$ cat src/rtl/qdma_arbiter.sv
`default_nettype none
// ============================================================================
//  Module      : qdma_arbiter
//  Description : Four-channel round-robin DMA arbiter in front of a QBUS
//                master. Grants one channel at a time, issues a read or write
//                request to the master and reports completion (ack) or
//                abort (err) back to the granted channel.
//  Revision    : 1.0  initial release
// ============================================================================
module qdma_arbiter #(
  parameter logic [7:0] WDOG = 8'd200
) (
  input  logic       qclk,
  input  logic       RINIT,
  input  logic [3:0] req,
  input  logic [3:0] req_write,
  input  logic       TSACK,
  input  logic       assert_data,
  input  logic       latch_read_data,
  input  logic       nxm,
  output logic       dma_read,
  output logic       dma_write,
  output logic [1:0] sel,
  output logic [3:0] gnt,
  output logic [3:0] ack,
  output logic [3:0] err
);

  typedef enum logic [1:0] {
    S_IDLE = 2'd0,
    S_XFER = 2'd1,
    S_DONE = 2'd2
  } state_t;

  state_t     r_state;
  logic [1:0] r_last;
  logic [7:0] r_wdog;
  logic       r_dir;      // 1 = write transfer in progress
  logic       r_dma_read;
  logic       r_dma_write;
  logic [1:0] r_sel;
  logic [3:0] r_gnt;
  logic [3:0] r_ack;
  logic [3:0] r_err;

  logic [1:0] w_pick;
  logic       w_any;
  logic       w_strobe;
  logic       w_wdog_hit;

  // Round-robin search: first requesting channel at or after last+1.
  always_comb begin
    w_pick = 2'd0;
    w_any  = 1'b0;
    for (int k = 3; k >= 0; k--) begin
      if (req[r_last + 2'(k) + 2'd1]) begin
        w_pick = r_last + 2'(k) + 2'd1;
        w_any  = 1'b1;
      end
    end
  end

  // Only the strobe matching the latched direction terminates a transfer.
  assign w_strobe   = r_dir ? assert_data : latch_read_data;
  assign w_wdog_hit = (r_wdog == (WDOG - 8'd1));

  // Arbiter state machine with fully registered outputs.
  always_ff @(posedge qclk) begin
    if (RINIT) begin
      r_state     <= S_IDLE;
      r_last      <= 2'd3;
      r_wdog      <= 8'd0;
      r_dir       <= 1'b0;
      r_dma_read  <= 1'b0;
      r_dma_write <= 1'b0;
      r_sel       <= 2'd0;
      r_gnt       <= 4'd0;
      r_ack       <= 4'd0;
      r_err       <= 4'd0;
    end else begin
      r_ack <= 4'd0;
      r_err <= 4'd0;
      case (r_state)
        S_IDLE: begin
          if (w_any) begin
            r_sel       <= w_pick;
            r_gnt       <= 4'b0001 << w_pick;
            r_dir       <= req_write[w_pick];
            r_dma_write <= req_write[w_pick];
            r_dma_read  <= ~req_write[w_pick];
            r_wdog      <= 8'd0;
            r_state     <= S_XFER;
          end
        end
        S_XFER: begin
          // nxm beats a coincident strobe; watchdog only fires when idle.
          if (nxm || w_strobe || w_wdog_hit) begin
            r_dma_read  <= 1'b0;
            r_dma_write <= 1'b0;
            r_gnt       <= 4'd0;
            r_state     <= S_DONE;
            if (nxm || !w_strobe) begin
              r_err <= 4'b0001 << r_sel;
            end else begin
              r_ack <= 4'b0001 << r_sel;
            end
          end else begin
            r_wdog <= r_wdog + 8'd1;
          end
        end
        S_DONE: begin
          r_last <= r_sel;
          if (!TSACK) begin
            r_state <= S_IDLE;
          end
        end
        default: begin
          r_state <= S_IDLE;
        end
      endcase
    end
  end

  assign dma_read  = r_dma_read;
  assign dma_write = r_dma_write;
  assign sel       = r_sel;
  assign gnt       = r_gnt;
  assign ack       = r_ack;
  assign err       = r_err;

endmodule
`default_nettype wire

$ cat config.mk
export PLATFORM = sky130hd
export DESIGN_NAME = qdma_arbiter
export DESIGN_NICKNAME = d
export VERILOG_FILES = /design/src/rtl/qdma_arbiter.sv
export SDC_FILE = /design/constraint.sdc
export NUM_CORES = 1
export LEC_CHECK = 0
export BUFFER_PORTS_ARGS = -buffer_cell sky130_fd_sc_hd__buf_2
export CORE_UTILIZATION = 50
export CTS_CLUSTER_SIZE = 25
export DETAILED_ROUTE_END_ITERATION = 10
export PLACE_DENSITY_LB_ADDON = 0.15
export SLEW_MARGIN = 20
export SYNTH_ARGS = -nofsm -noshare
export SYNTH_HDL_FRONTEND = slang
export SYNTH_SLANG_ARGS = --single-unit
$ cat constraint.sdc
create_clock -name qclk -period 2.4 [get_ports qclk]
set_input_delay 0.48 -clock qclk [delete_from_list [all_inputs] [get_ports qclk]]
set_output_delay 0.48 -clock qclk [all_outputs]
set_load 0.01 [all_outputs]
# Yosys cells after proc, flatten, opt, wreduce, memory -nomap -nowiden
# Index checks and enable logic that the tools add are counted.
[totals]
reg_bits = 29
in_bits = 14
out_inout_bits = 16
elab_cells = 81
[classes]
n_addsub = 7
order_cmp = 5
eq_ne = 7
n_shift = 2
n_mux = 34
bitwise = 4
n_reduce_logical = 12
[op_table]
columns = ["cell", "n"]
rows = [
  ["$mux 8", 2],
  ["$pmux 8 s2", 1],
  ["$lt 2x3->1 const B", 5],
  ["$mux 2", 7],
  ["$mux 1", 13],
  ["$bmux 1 s2", 5],
  ["$reduce_and 3->1", 3],
  ["$add 2x1->2 const B", 4],
  ["$add 8x1->8 const B", 1],
  ["$eq 8x8->1 const B", 1],
  ["$mux 4", 2],
  ["$ne 2x2->1 const B", 4],
  ["$pmux 4 s2", 1],
  ["$reduce_or 4->1", 2],
  ["$shl 1x2->4 const A", 2],
  ["$pmux 2 s3", 1],
  ["$add 2x2->2 const B", 2],
  ["$not 1->1", 4],
  ["$pmux 1 s2", 2],
  ["$logic_or 1x1->1", 3],
  ["$eq 2x1->1 const B", 1],
  ["$eq 2x2->1 const B", 1],
  ["$logic_not 2->1", 1],
  ["$reduce_and 2->1", 1],
  ["other kinds (2)", 2],
]

# Depth between registers and ports, before layout
[depth]
depth_word = 13
mapped_depth = 6
depth_no_buf = 6

# Worst setup path before layout
# OpenSTA, ideal clock, no wires.
[synth_timing]
kind = "input to register"
from = "in req[0]"
to = "reg r_dma_read, in the netlist dma_read"
setup_time_ns = 0.118
arrival_time_ns = 1.464
required_time_ns = 2.282
setup_slack_ns = 0.818
cell_stages = 5
n_path_buf = 1
cell_sequence = "nor2_1 > a211o_1 > buf_2 > or2_2 > o2111a_1"
[synth_via]
elab_chain_cells = 11
word_cells_on_any_way = 23
classes_between = "eq/ne (1); mux (20); bitwise (1); reduce/logical (1)"
[synth_lines]
columns = ["item", "line_no", "source"]
rows = [
  ["from (decl)", "15", "input logic [3:0] req,"],
  ["$bmux 1 s2", "56", "if (req[r_last + 2'(k) + 2'd1]) begin"],
  ["$mux 1 (implied by the code)", "56", ""],
  ["$mux 2 (4 in a row)", "56", ""],
  ["$bmux 1 s2", "90", "r_dma_read <= ~req_write[w_pick];"],
  ["$mux 1 (implied by the code)", "90", ""],
  ["$not 1->1", "90", ""],
  ["$mux 1", "85", "if (w_any) begin"],
  ["$pmux 1 s2", "83", "case (r_state)"],
  ["to (signal assigned)", "90", ""],
  ["to (decl)", "39", "logic r_dma_read;"],
]
# Several ways; a longest one is shown, not always the timed one. The select of a mux whose other input is x is not followed.
# A chain may end at the register's enable or synchronous reset.

# Final worst setup path
[layout_timing]
from = "reg r_wdog[0]"
to = "reg r_dma_read, in the netlist dma_read"
[layout_via]
elab_chain_cells = 4
[layout_lines]
columns = ["item", "line_no", "source"]
rows = [
  ["from (decl)", "37", "logic [7:0] r_wdog;"],
  ["from (signal assigned)", "108", "r_wdog <= r_wdog + 8'd1;"],
  ["$eq 8x8->1", "65", "assign w_wdog_hit = (r_wdog == (WDOG - 8'd1));"],
  ["$logic_or 1x1->1", "97", "if (nxm || w_strobe || w_wdog_hit) begin"],
  ["$ne 2x2->1 (no source line)", "--", ""],
  ["$reduce_and 3->1 (no source line)", "--", ""],
]
# Every way passes these cells.

==> metrics.log <==
[metrics] outcome: finished, final reports clean
[metrics] number of rows created at floorplan: 18
[metrics] initial antenna violation count: 0
[metrics] Max Cap Violations: 0
[metrics] area of the die: about 0.0029 mm²
[metrics] Layout Cells excl Fill: 205
[metrics] CP Class: flop to flop
[metrics] clock network latency to the later pin of the worst-skew pair: 320 ps
[metrics] WHS: 434.1 ps
[metrics] DRC: 0
[metrics] number of flops mapped to enable cells by yosys: 0
[metrics] routed wire length per instance: 12.53 µm
[metrics] total count of max-transition violations in the final report: 0
[metrics] CTS H-tree depth: 2
[metrics] #FFs+latches synth: 29
[metrics] final critical-path share of the clock period: 75.76%
[metrics] cell at the root of the clock tree: sky130_fd_sc_hd__clkbuf_4
[metrics] DRT Pass-1 Iters: 4
[metrics] drt first-iter violations: 10
[metrics] reg-to-reg critical path endpoint: dma_read$_SDFFE_PP0P_
[metrics] origin of the worst setup path: r_wdog[0]$_SDFFE_PP0P_
[metrics] fraction of registers with async set or reset after synthesis: 0%
[metrics] origin of the worst min-delay path: TSACK
[metrics] final sum of negative setup slack: 0 ps
[metrics] Ys Warns: 0
[metrics] overall overflow remaining after global route: 0
[metrics] via count of the first global-routing pass: 1024
[metrics] via/cell ratio: 5.376
[metrics] Cell variety after synth: 40
[metrics] CTS tree: done
[metrics] diodes inserted: 0
[metrics] most common flop cell mapped by yosys: sky130_fd_sc_hd__dfxtp_1
[metrics] largest net degree at the start of global routing: 19
[metrics] overall global routing resource usage: 21.05%
[metrics] setup repair after global routing missed its margin: no
[metrics] register-to-register path setup slack: 580 ps
[metrics] Sink Count: 29
[metrics] CP max FO: 7
[metrics] post-layout minimum cycle time: 1818 ps
[metrics] leading cell types in the layout, fill and taps excluded: sky130_fd_sc_hd__dfxtp_1, sky130_fd_sc_hd__buf_2, sky130_fd_sc_hd__nor2_1
[metrics] Syn Nets: 156
[metrics] clock transition at the registers of the reported paths: 90 ps
[metrics] total setup violations reported at the end of the flow: 0
[metrics] Post-CTS Hold Fix Bufs: 0
[metrics] synthesized instance count: 141
[metrics] sum of net half-perimeters after detailed placement: 1896 µm
[metrics] Netlist Area Pre-Place: 0.001326 mm²
[metrics] DRT antenna net count: 0
[metrics] Power per Cell Area: 677.6 mW/mm²
[metrics] post-layout instance area: between 0.0015 and 0.002 mm²
[metrics] Placed Instances: a little under 200
[metrics] initial standard-cell utilization of the core: 53.05%
[metrics] placer congestion estimate: 0.7888
[metrics] maximum clock path buffer count: 2
[metrics] final wirelength: roughly 2600 µm
[metrics] post-CTS repair timing setup buffer count: 0
[metrics] skew final: 6.163 ps
[metrics] cell depth of the worst flop-to-flop path: 6
[metrics] startpoint of the most critical register-to-register path: r_wdog[0]$_SDFFE_PP0P_
[metrics] sequential-to-total area share from yosys stat: between 40% and 50%
[metrics] number of nets in the final layout: 189
[metrics] Die Ht: 53.50 µm
[metrics] terminating pin of the worst hold path: r_state[1]$_SDFFE_PP0P_
[metrics] Crit path arrival time: between 2000 and 2500 ps
[metrics] number of vias after detailed routing: 1102
[metrics] TritonCTS Buffers: 5
[metrics] largest voltage drop on the vdd net: 0.5627 mV
[metrics] buffers added on ports: 29
[metrics] worst rel slew slack: approximately 60%
[metrics] top-level I/O count: 30
[metrics] area after detailed placement: 0.001495 mm²
[metrics] number of cells on the worst hold path: 3
[metrics] Post-Syn Area per Cell: approximately 9.4 µm²
[metrics] wire length of the first global-routing pass: between 4000 and 5000 µm
[metrics] f_max: 550.0 MHz
[metrics] CP Data Required Time: 2670 ps
[metrics] Std-Cell Core Area: 0.002500 mm²
[metrics] transition time at the pin with the least slew margin: 601.6 ps
[metrics] post-cts gate resize count: 0
[metrics] proportion of layout cells with a drive suffix above 1: 26.29%
[metrics] Die W: between 50 and 60 µm
[metrics] Setup crit end kind: flop
[metrics] HP Class: input pin to flop
[metrics] final number of hold-violating endpoints: 0
[metrics] static power due to leakage: approximately 0.65 nW
[metrics] area growth from synthesis to final layout: 18.02%
[metrics] Worst Setup Start Kind: flop
worst max-delay path, cell delays in order, from the launching register on:
cell,delay (ps)
sky130_fd_sc_hd__dfxtp_1,330
sky130_fd_sc_hd__ha_1,240
sky130_fd_sc_hd__nand4bb_1,220
sky130_fd_sc_hd__o21ai_0,110
sky130_fd_sc_hd__o21bai_1,500
sky130_fd_sc_hd__a21o_1,200
sky130_fd_sc_hd__o2111a_1,170
cell usage after synthesis (all sizes together), types with 2 or more instances:
cell type | number | area (µm²)
a211oi | 4 | 30.03
a21o | 2 | 15.01
a21oi | 10 | 53.80
a32oi | 2 | 17.52
and3 | 2 | 12.51
buf | 2 | 10.01
dfxtp | 29 | 580.6
inv | 5 | 18.77
mux2i | 6 | 72.57
nand2 | 7 | 26.28
nand2b | 8 | 50.05
nand3 | 7 | 35.03
nand3b | 3 | 22.52
nand4b | 2 | 17.52
nor2 | 22 | 85.09
nor3 | 2 | 10.01
o21ai | 2 | 10.01
o221ai | 2 | 17.52
xnor2 | 6 | 52.55
cell families after synthesis:
logic type | Yosys count | share of synthesized area [%]
buffers and inverters | 8 | 2.453
AOI/OAI and AO/OA | 29 | 17.74
xor gates and xnor gates | 6 | 3.962
DFF | 29 | 43.77
adders and majority gates | 1 | 0.9432
and+or+nand+nor | 61 | 24.81
muxes | 7 | 6.321
report_power, final:
group / switching, mW / total, mW / internal (mW)
Sequential: 0.0303 / 0.539 / 0.509
Clock: 0.165 / 0.335 / 0.170
Combinational: 0.104 / 0.186 / 0.0823
Total: 0.300 / 1.06 / 0.761
layer usage:
| layer | routed length, µm | part of all wire [%] | GRT usage, % | vias up |
|---|---|---|---|---|
| met4 | 47 | 1.8 | 10.53 | 0 |
| met3 | 134 | 5.2 | 7.184 | 6 |
| met5 | 0 | 0 | 0 | - |
| li1 | - | - | - | 571 |
| met2 | 1197 | 47 | 35.00 | 26 |
| met1 | 1190 | 46 | 23.70 | 499 |
layout make-up:
type                            count  area, µm²
Fill cell                         223      934.6
Inverter                            5      18.77
Clock inverter                      1      5.005
Multi-Input combinational cell    104      713.2
Clock buffer                        7      65.06
Tap cell                           30      37.54
Timing Repair Buffer               29      145.1
Sequential cell                    29      580.6
through the flow:
stage / utilization [%] / setup WS, ps / power (mW)
floorplan: - / 818.1 / 0.6801
global placement: 59.81 / 520.0 / 0.7327
detailed placement: 59.81 / 489.9 / 0.7386
CTS: 62.61 / 587.3 / 1.075
global route: 62.61 / 472.9 / 1.114
finish: 62.61 / 581.9 / 1.061
worst max path at each step:
stage / end / slack (ps) / cells past startpoint
after floorplan: dma_read$_SDFFE_PP0P_ / 820 / 5
after global placement: dma_read$_SDFFE_PP0P_ / 520 / 5
after detailed placement: dma_read$_SDFFE_PP0P_ / 490 / 5
after CTS: dma_read$_SDFFE_PP0P_ / 590 / 6
after global routing: dma_read$_SDFFE_PP0P_ / 470 / 6
final: dma_read$_SDFFE_PP0P_ / 580 / 6
flip-flops by register name, indices dropped and copies added, names as in the netlist:
signal     count
r_state        2
r_wdog         8
dma_write      1
err            4
r_dir          1
dma_read       1
gnt            4
sel            2
ack            4
r_last         2
No activity file was read; power rests on OpenSTA's default activity.
